`config.mk`:
```
export PLATFORM = sky130hd
export DESIGN_NAME = lcd_ctrl_param_flat
export DESIGN_NICKNAME = d
export VERILOG_FILES = /design/src/rtl/lcd_ctrl_param_if.sv /design/src/rtl/lcd_ctrl_param.sv /design/src/flat_wrapper.sv
export SDC_FILE = /design/constraint.sdc
export NUM_CORES = 1
export LEC_CHECK = 0
export ABC_AREA = 1
export BUFFER_PORTS_ARGS = -buffer_cell sky130_fd_sc_hd__buf_2
export CORE_UTILIZATION = 55
export CTS_CLUSTER_DIAMETER = 50
export DETAILED_ROUTE_END_ITERATION = 8
export GPL_TIMING_DRIVEN = 0
export PLACE_DENSITY_LB_ADDON = 0.12
export SYNTH_ARGS = -nofsm -noshare
export SYNTH_HDL_FRONTEND = slang
export SYNTH_SLANG_ARGS = --single-unit
```
`constraint.sdc`:
```
create_clock -name clk -period 6 [get_ports clk]
set_input_delay 0.9 -clock clk [delete_from_list [all_inputs] [get_ports clk]]
set_output_delay 0.9 -clock clk [all_outputs]
set_load 0.01 [all_outputs]
```
`src/rtl/lcd_ctrl_param_if.sv`:
```
// Command and pixel bus between the frame source, the LCD driver and lcd_ctrl_param.
// The master is the frame source/driver side; the slave is the controller.
interface lcd_ctrl_param_if #(
  parameter int DW = 8
);
  logic [DW-1:0] datain;
  logic [3:0]    cmd;
  logic          cmd_valid;
  logic          busy;
  logic [DW-1:0] dataout;
  logic          output_valid;

  modport master (
    output datain, cmd, cmd_valid,
    input  busy, dataout, output_valid
  );

  modport slave (
    input  datain, cmd, cmd_valid,
    output busy, dataout, output_valid
  );
endinterface

```
`src/rtl/lcd_ctrl_param.sv`:
```
// Parametrised window display controller: loads an IMG_W x IMG_H frame, then streams a
// WIN x WIN fit or zoom view (rotated/mirrored) as one burst per command. reset is active-low.
module lcd_ctrl_param #(
  parameter int DW    = 8,
  parameter int IMG_W = 12,
  parameter int IMG_H = 8,
  parameter int WIN   = 4
) (
  input logic             clk,
  input logic             reset,
  lcd_ctrl_param_if.slave bus
);
  localparam int N     = WIN * WIN;
  localparam int TOTAL = IMG_W * IMG_H;
  localparam int SX    = IMG_W / WIN;
  localparam int SY    = IMG_H / WIN;
  localparam int BW    = $clog2(N);
  localparam int WW    = $clog2(WIN);
  localparam int XW    = $clog2(IMG_W);
  localparam int YW    = $clog2(IMG_H);
  localparam int AW    = $clog2(TOTAL);
  localparam int CW    = $clog2(TOTAL + 1);

  localparam logic [XW-1:0] X_MAX   = XW'(IMG_W - WIN);
  localparam logic [YW-1:0] Y_MAX   = YW'(IMG_H - WIN);
  localparam logic [XW-1:0] X_MID   = XW'((IMG_W - WIN) / 2);
  localparam logic [YW-1:0] Y_MID   = YW'((IMG_H - WIN) / 2);
  localparam logic [WW-1:0] W_LAST  = WW'(WIN - 1);
  localparam logic [BW-1:0] B_LAST  = BW'(N - 1);
  localparam logic [BW-1:0] B_WIN   = BW'(WIN);
  localparam logic [CW-1:0] PIX_END = CW'(TOTAL);

  localparam logic [3:0] CMD_LOAD     = 4'd0;
  localparam logic [3:0] CMD_ROT_L    = 4'd1;
  localparam logic [3:0] CMD_ROT_R    = 4'd2;
  localparam logic [3:0] CMD_ZOOM_IN  = 4'd3;
  localparam logic [3:0] CMD_ZOOM_FIT = 4'd4;
  localparam logic [3:0] CMD_SHIFT_R  = 4'd5;
  localparam logic [3:0] CMD_SHIFT_L  = 4'd6;
  localparam logic [3:0] CMD_SHIFT_U  = 4'd7;
  localparam logic [3:0] CMD_SHIFT_D  = 4'd8;
  localparam logic [3:0] CMD_MIRROR   = 4'd9;

  typedef enum logic [2:0] {S_IDLE, S_LOAD, S_UPD, S_OUT, S_NOP} state_t;

  state_t        state, state_nxt;
  logic [CW-1:0] pix_cnt;
  logic [BW-1:0] beat;
  logic          out_valid;
  logic [DW-1:0] dout;

  logic          zoom;
  logic [1:0]    rot;
  logic          mir;
  logic [XW-1:0] x0;
  logic [YW-1:0] y0;

  logic [DW-1:0] mem [TOTAL];

  logic          load_done;
  logic          accept;
  logic [BW-1:0] nxt_beat;
  logic [WW-1:0] bi, bj, jm, wr, wc;
  logic [YW-1:0] fr;
  logic [XW-1:0] fc;
  logic [AW-1:0] rd_addr;

  assign load_done = (state == S_LOAD) && (pix_cnt == PIX_END);
  assign accept    = bus.cmd_valid && (state == S_IDLE);

  always_ff @(posedge clk or negedge reset) begin
    if (!reset) state <= S_IDLE;
    else        state <= state_nxt;
  end

  always_comb begin
    state_nxt = state;
    unique case (state)
      S_IDLE: begin
        if (bus.cmd_valid) begin
          if (bus.cmd == CMD_LOAD)         state_nxt = S_LOAD;
          else if (bus.cmd <= CMD_MIRROR)  state_nxt = S_UPD;
          else                             state_nxt = S_NOP;
        end
      end
      S_LOAD:  if (pix_cnt == PIX_END) state_nxt = S_UPD;
      S_UPD:   state_nxt = S_OUT;
      S_OUT:   if (beat == B_LAST) state_nxt = S_IDLE;
      S_NOP:   state_nxt = S_IDLE;
      default: state_nxt = S_IDLE;
    endcase
  end

  // View state changes on the accept edge; a completed LOAD re-centres the fit view.
  always_ff @(posedge clk or negedge reset) begin
    if (!reset) begin
      zoom <= 1'b0;
      rot  <= 2'd0;
      mir  <= 1'b0;
      x0   <= X_MID;
      y0   <= Y_MID;
    end else if (load_done) begin
      zoom <= 1'b0;
      rot  <= 2'd0;
      mir  <= 1'b0;
      x0   <= X_MID;
      y0   <= Y_MID;
    end else if (accept) begin
      case (bus.cmd)
        CMD_ROT_L:    rot  <= rot - 2'd1;
        CMD_ROT_R:    rot  <= rot + 2'd1;
        CMD_ZOOM_IN:  zoom <= 1'b1;
        CMD_ZOOM_FIT: zoom <= 1'b0;
        CMD_SHIFT_R:  if (zoom && x0 != X_MAX) x0 <= x0 + 1'b1;
        CMD_SHIFT_L:  if (zoom && x0 != '0)    x0 <= x0 - 1'b1;
        CMD_SHIFT_U:  if (zoom && y0 != '0)    y0 <= y0 - 1'b1;
        CMD_SHIFT_D:  if (zoom && y0 != Y_MAX) y0 <= y0 + 1'b1;
        CMD_MIRROR:   mir  <= ~mir;
        default:      ;
      endcase
    end
  end

  always_ff @(posedge clk or negedge reset) begin
    if (!reset)                               pix_cnt <= '0;
    else if (state == S_IDLE)                 pix_cnt <= '0;
    else if (state == S_LOAD && !load_done)   pix_cnt <= pix_cnt + 1'b1;
  end

  // Frame storage is deliberately not reset so an aborted operation keeps the loaded image.
  always_ff @(posedge clk) begin
    if (state == S_LOAD && !load_done) mem[pix_cnt[AW-1:0]] <= bus.datain;
  end

  always_comb begin
    nxt_beat = (state == S_OUT) ? beat + 1'b1 : '0;
    bi       = WW'(nxt_beat / B_WIN);
    bj       = WW'(nxt_beat % B_WIN);
    jm       = mir ? W_LAST - bj : bj;
    wr       = bi;
    wc       = jm;
    case (rot)
      2'd1:    begin wr = W_LAST - jm; wc = bi;          end
      2'd2:    begin wr = W_LAST - bi; wc = W_LAST - jm; end
      2'd3:    begin wr = jm;          wc = W_LAST - bi; end
      default: begin wr = bi;          wc = jm;          end
    endcase
    if (zoom) begin
      fr = y0 + YW'(wr);
      fc = x0 + XW'(wc);
    end else begin
      fr = YW'(wr) * YW'(SY) + YW'(SY / 2);
      fc = XW'(wc) * XW'(SX) + XW'(SX / 2);
    end
    rd_addr = AW'(fr) * AW'(IMG_W) + AW'(fc);
  end

  // Each beat is registered one edge after it is addressed; dataout holds between bursts.
  always_ff @(posedge clk or negedge reset) begin
    if (!reset) begin
      beat      <= '0;
      out_valid <= 1'b0;
      dout      <= '0;
    end else begin
      case (state)
        S_UPD: begin
          beat      <= '0;
          out_valid <= 1'b1;
          dout      <= mem[rd_addr];
        end
        S_OUT: begin
          if (beat == B_LAST) begin
            out_valid <= 1'b0;
          end else begin
            beat <= nxt_beat;
            dout <= mem[rd_addr];
          end
        end
        default: out_valid <= 1'b0;
      endcase
    end
  end

  assign bus.busy         = (state != S_IDLE);
  assign bus.output_valid = out_valid;
  assign bus.dataout      = dout;
endmodule

```
`src/flat_wrapper.sv`:
```
// flat-port wrapper written by rule: the top's interface ports become plain ports
module lcd_ctrl_param_flat 
#(
  parameter int DW    = 8,
  parameter int IMG_W = 12,
  parameter int IMG_H = 8,
  parameter int WIN   = 4
)
  (clk, reset, bus_datain, bus_cmd, bus_cmd_valid, bus_busy, bus_dataout, bus_output_valid);
  lcd_ctrl_param_if #(.DW(DW)) bus_i ();
  input logic clk;
  input logic reset;
  input wire logic [$bits(bus_i.datain)-1:0] bus_datain;
  input wire logic [$bits(bus_i.cmd)-1:0] bus_cmd;
  input wire logic [$bits(bus_i.cmd_valid)-1:0] bus_cmd_valid;
  output wire logic [$bits(bus_i.busy)-1:0] bus_busy;
  output wire logic [$bits(bus_i.dataout)-1:0] bus_dataout;
  output wire logic [$bits(bus_i.output_valid)-1:0] bus_output_valid;
  assign bus_i.datain = bus_datain;
  assign bus_i.cmd = bus_cmd;
  assign bus_i.cmd_valid = bus_cmd_valid;
  assign bus_busy = bus_i.busy;
  assign bus_dataout = bus_i.dataout;
  assign bus_output_valid = bus_i.output_valid;
  lcd_ctrl_param #(.DW(DW), .IMG_W(IMG_W), .IMG_H(IMG_H), .WIN(WIN)) u_core (.clk(clk), .reset(reset), .bus(bus_i));
endmodule
```
==> run summary, run 1 <==
status -> finished with violations
violated checks -> max-capacitance violations, max-slew violations
CTS H-tree depth -> 3
port bufs -> 24
max cap viols -> 2
Synth-to-Final Area Change -> 12.82%
sequential element share of the synthesized area -> 67.54%
Ys Warns -> 0
GR Overflow Total -> 0
routed via count -> 25630
initial core utilization -> 55.93%
skew final -> 0.02477 ns
Detailed Routing Iterations Pass 1 -> 6
first-pass GRT wire length -> 159500 um
commonest non-fill, non-tap cells in the layout -> nand2_1 (1027), edfxtp_1 (768), nand3_1 (584)
syn_area_per_cell -> 10.74 um^2
clock slew at reported path FFs -> 0.06 ns
largest net degree at the start of global routing -> 77
commonest non-fill, non-tap cell in the layout -> nand2_1
CP max FO -> 10
Ports -> 25
final net count -> 3458
CTS Buffer Depth -> 3
dpl cell area -> 36840 um^2
Die Wd -> 255.7 um
Critical Path Start Type -> register
post-synthesis register bit count -> 802
Synth top area share -> 65.13%
core area -> 63310 um^2
Hold Path Class -> input port to asynchronous set/reset pin
Routed WL -> 109500 um
crit path kind -> register to register
Tot GR Track Use -> 33.57%
root buffer cell -> clkbuf_16
DRT iter0 DRCs -> 3198
row cnt -> 92
die height -> 255.7 um
Setup Total Neg Slack -> 0 ns
clock sink count -> 802
min cycle time layout -> 5.797 ns
Final Cycle Share -> 96.61%
setup violators final -> 0
Synth cell types -> 40
RSZ-0062 raised after global routing -> false
Vias per Instance -> 5.904
Die ar. -> 65400 um^2
final hold slack -> 0.3788 ns
Critical Path End -> u_core.bus.dataout[7]$_DFFE_PN0P_
Worst Tran Pin Value -> 1.557 ns
HPWL after DPL -> 74040 um
vias in the first global route -> 24550
final hold violation count -> 0
Clk Latency, worst-skew pair -> 0.65 ns
Critical Path AT -> 6.30 ns
DRC violations left -> 0
syn nets -> 3335
Final Util -> 63.09%
CP Launch Point -> u_core.beat[0]$_DFFE_PN0P_
WL per Instance -> 25.23 um
antenna violations before repair -> 3
worst r2r path cells -> 24
antenna-violating nets left -> 0
Critical Path RT -> 6.50 ns
slack of the worst reg-to-reg path -> 0.20 ns
CTS tree -> built
layout cell share with drive strength beyond 1 -> 9.388%
Synth Cell Area -> 35410 um^2
final instance area -> 39950 um^2
reg2reg end -> u_core.bus.dataout[7]$_DFFE_PN0P_
Synth area leaders -> edfxtp_1 (65%), nand2_1 (11%), nand3_1 (8.3%), nand3b_1 (2.4%), dfrtp_1 (2.3%)
RePlAce Congestion -> 0.9820
fmax -> 172.5 MHz
Worst setup EP type -> register
number of fill cells -> 5092
Slew HR -> -3.784%
Syn Inst Count -> 3296
Max Slew Vio Count -> 22
TritonCTS Buffers -> 90
cell type with the largest total area after synthesis -> edfxtp_1
reg2reg start -> u_core.beat[0]$_DFFE_PN0P_
-- cell families (layout without fill, tap and decap cells) --
family                     after synthesis  in the layout  synth area share [%]
and+or+nand+nor                       1936           1936                 24.02
other                                    0              2                     0
AOI/OAI and AO/OA                       95             95                 1.442
buffers and inverters                  400            598                 4.809
xor gates and xnor gates                15             15                0.5301
adders and majority gates               24             24                0.9753
muxes                                   24             24                0.6785
DFF                                    802            802                 67.54
-- synth_stat cells (all sizes together) --
| master | n |
|---|---|
| xor2 | 11 |
| nand4 | 10 |
| nor3 | 10 |
| o211ai | 1 |
| o21ai | 53 |
| o22ai | 1 |
| a31oi | 3 |
| fa | 6 |
| nand3 | 586 |
| a22oi | 1 |
| a211oi | 1 |
| dfrtp | 32 |
| clkbuf | 65 |
| a21oi | 32 |
| dfstp | 2 |
| o221ai | 1 |
| nand2 | 1035 |
| ha | 18 |
| a311oi | 2 |
| nor2 | 181 |
| or2 | 2 |
| clkinv | 3 |
| xnor2 | 4 |
| edfxtp | 768 |
| mux2i | 24 |
| buf | 130 |
| nand3b | 112 |
| inv | 202 |
-- state kept, by name, indices dropped and copies added, names as in the netlist --
name and cells:
u_core.zoom 1, u_core.y0 3, u_core.x0 4, u_core.beat 4
u_core.pix_cnt 7, u_core.mem 768, u_core.state 3, u_core.rot 2
u_core.mir 1, u_core.bus.dataout 8, u_core.bus.output_valid 1
-- worst min-delay path by stage --
stage,end,slack (ns),startpoint,depth (start not counted)
6_report,u_core.pix_cnt[1]$_DFFE_PN0P_,0.38,reset,1
3_3_place_gp,u_core.bus.output_valid$_DFFE_PN0P_,0.46,u_core.bus.output_valid$_DFFE_PN0P_,2
3_5_place_dp,u_core.bus.output_valid$_DFFE_PN0P_,0.47,u_core.bus.output_valid$_DFFE_PN0P_,2
5_1_grt,u_core.pix_cnt[1]$_DFFE_PN0P_,0.41,reset,1
4_1_cts,u_core.pix_cnt[1]$_DFFE_PN0P_,0.37,reset,1
2_1_floorplan,u_core.beat[1]$_DFFE_PN0P_,0.48,u_core.beat[1]$_DFFE_PN0P_,2
-- stage by stage --
stage / setup slack [ns] / std cells
3_3_place_gp: -0.5919 / 4166
3_5_place_dp: -0.6821 / 4174
5_1_grt: 0.02799 / 4340
2_1_floorplan: 1.759 / 3296
4_1_cts: 0.1760 / 4339
6_report: 0.2033 / 4342
-- layout make-up --
class	instances	area, um^2	area share (%)
sequential	802	23920	59.87
multi-input combinational	2094	9807	24.55
clock buffer	112	2399	6.005
tap	846	1059	2.650
buffer	193	942.2	2.359
inverter	205	773.2	1.936
clock inverter	55	670.6	1.679
timing repair buffer	33	375.4	0.9397
antenna	2	5.005	0.01253
-- metal layers --
| metal | part of all wire, % | up-vias | GRT usage, % | routed length, um |
|---|---|---|---|---|
| li1 | - | 11530 | - | - |
| met2 | 46 | 1444 | 53.71 | 50880 |
| met3 | 10 | 277 | 7.081 | 11050 |
| met1 | 39 | 12380 | 44.36 | 42290 |
| met5 | 0.012 | - | 0 | 13 |
| met4 | 4.8 | 2 | 15.09 | 5285 |
-- worst max-delay path, cell delays in order (launching register included) --
cell and delay [ns]:
dfrtp_1 0.45, ha_1 0.26, nand2_1 0.09, nand2_1 0.07, nor2_2 0.12, o22ai_1 0.09, a21oi_1 0.11, nand2_1 0.06
nand2_1 0.08, inv_1 0.04, ha_1 0.19, fa_1 0.46, o21ai_0 0.36, inv_1 0.13, ha_1 0.35, inv_1 0.07
fa_1 0.63, inv_1 0.18, clkbuf_1 0.45, clkbuf_1 0.57, nand3_1 0.15, nand3_1 0.19, nand3_1 0.17, nand3_1 0.26
a21oi_1 0.12
-- timing repair --
| action | CTS | global route |
|---|---|---|
| hold buffers | 0 | 0 |
| setup endpoints to repair | 8 | 7 |
| resized for setup | 4 | 9 |
| buffers inserted | 0 | 0 |
Power of run 1 is not shown: default switching activity piles up to over one toggle a cycle in this logic, so the estimate is an artifact.
==> run 2, diff against run 1 <==
--- a/config.mk
+++ b/config.mk
@@ -10,7 +10,6 @@
 export CORE_UTILIZATION = 55
 export CTS_CLUSTER_DIAMETER = 50
 export DETAILED_ROUTE_END_ITERATION = 8
-export GPL_TIMING_DRIVEN = 0
 export PLACE_DENSITY_LB_ADDON = 0.12
 export SYNTH_ARGS = -nofsm -noshare
 export SYNTH_HDL_FRONTEND = slang
==> run summary, run 2 (synthesis gave the netlist of run 1 again) <==
Worst setup EP type -> register
fmax -> 189.4 MHz
initial core utilization -> 55.93%
row cnt -> 92
Tot GR Track Use -> 29.31%
CP max FO -> 24
commonest non-fill, non-tap cell in the layout -> nand2_1
largest stage delay on the critical path -> 0.69 ns
status -> finished, final reports clean
Post-Route M1 WL -> 39310 um
WL per Instance -> 23.04 um
crit path kind -> register to register
Slew HR -> 15.29%
clock sink count -> 802
final instance area -> 39170 um^2
critical path's slowest cell -> o21ai_0
CP Cell Sequence -> ha_1 > nand2_1 > nand2_1 > nor2_2 > o22ai_1 > a21oi_1 > nand2_1 > nand2_1 > inv_1 > ha_1 > fa_1 > o21ai_0 > inv_1 > ha_1 > inv_1 > fa_1 > nor2_1 > nor2_2 > inv_1 > nand3_1 > nand3_1 > nand3_1 > a21oi_1
vias in the first global route -> 22750
CTS tree -> built
root buffer cell -> clkbuf_16
Ports -> 25
routed via count -> 24370
Vias per Instance -> 5.830
first-pass GRT wire length -> 144400 um
RePlAce Congestion -> 1.025
Critical Path AT -> 5.85 ns
Detailed Routing Iterations Pass 1 -> 6
skew final -> 0.02302 ns
TritonCTS Buffers -> 92
final hold slack -> 0.3963 ns
Final Cycle Share -> 87.99%
CTS H-tree depth -> 3
DRT iter0 DRCs -> 2987
clock slew at reported path FFs -> 0.06 ns
final hold violation count -> 0
port bufs -> 24
Critical Path RT -> 6.57 ns
die height -> 255.7 um
commonest non-fill, non-tap cells in the layout -> nand2_1 (1027), edfxtp_1 (768), nand3_1 (584)
Hold Path Class -> input port to asynchronous set/reset pin
final net count -> 3295
Die Wd -> 255.7 um
Setup Total Neg Slack -> 0 ns
RSZ-0062 raised after global routing -> false
metal2 WL -> 44640 um
DRC violations left -> 0
max reg flops -> 768
Worst Tran Pin Value -> 1.261 ns
largest net degree at the start of global routing -> 153
dpl cell area -> 36130 um^2
HPWL after DPL -> 57820 um
Synth-to-Final Area Change -> 10.63%
CTS Buffer Depth -> 3
Post-CTS Setup Inserts -> 0
Max Slew Vio Count -> 0
Die ar. -> 65400 um^2
antenna-violating nets left -> 0
Routed WL -> 96290 um
Max Used Layer -> met5
setup violators final -> 0
post-CTS sizing -> 0
min cycle time layout -> 5.279 ns
GR Overflow Total -> 0
Top Family by Delay on Critical Path -> adder cells
max cap viols -> 0
antenna violations before repair -> 2
core area -> 63310 um^2
WP buf/inv -> 4
Clk Latency, worst-skew pair -> 0.65 ns
met3 WL -> 8501 um
layout cell share with drive strength beyond 1 -> 7.051%
Critical Path Start Type -> register
Hold Buf Count CTS -> 0
==> run 2: worst paths after layout <==
kind,start,endpoint,slack (ns),depth (start not counted)
max in group asynchronous,reset,u_core.y0[0]$_DFFE_PN0P_,5.02,1
worst max register to register,u_core.beat[0]$_DFFE_PN0P_,u_core.bus.dataout[1]$_DFFE_PN0P_,0.72,23
worst max-delay path,u_core.beat[0]$_DFFE_PN0P_,u_core.bus.dataout[1]$_DFFE_PN0P_,0.72,23
worst min-delay path,reset,u_core.bus.dataout[1]$_DFFE_PN0P_,0.40,1
min in group clk,u_core.bus.output_valid$_DFFE_PN0P_,u_core.bus.output_valid$_DFFE_PN0P_,0.47,2
worst min register to register,u_core.bus.output_valid$_DFFE_PN0P_,u_core.bus.output_valid$_DFFE_PN0P_,0.47,2
==> run 2: through the flow <==
stage | setup WS, ns | cells | utilization, %
after floorplan | 1.759 | 3296 | -
after global placement | 0.9516 | 4008 | 57.06
final | 0.7205 | 4180 | 61.87
after global routing | 0.3894 | 4179 | 61.87
after CTS | 0.7742 | 4179 | 61.87
after detailed placement | 0.8065 | 4008 | 57.06
==> run 2: cell type report <==
| class | instances | area (um^2) |
|---|---|---|
| sequential | 802 | 23920 |
| multi-input combinational | 2094 | 9848 |
| timing repair buffer | 61 | 530.5 |
| antenna | 1 | 2.502 |
| fill | 5070 | 24140 |
| clock inverter | 56 | 551.8 |
| clock buffer | 115 | 2492 |
| inverter | 205 | 773.2 |
| tap | 846 | 1059 |
==> run 2: metal layers <==
| layer | track usage (%) | up-vias |
|---|---|---|
| met4 | 11.38 | 2 |
| met2 | 45.41 | 1148 |
| met3 | 5.060 | 207 |
| li1 | - | 11190 |
| met1 | 41.58 | 11830 |
| met5 | 0 | - |
Power of run 2 is left out for the same reason.
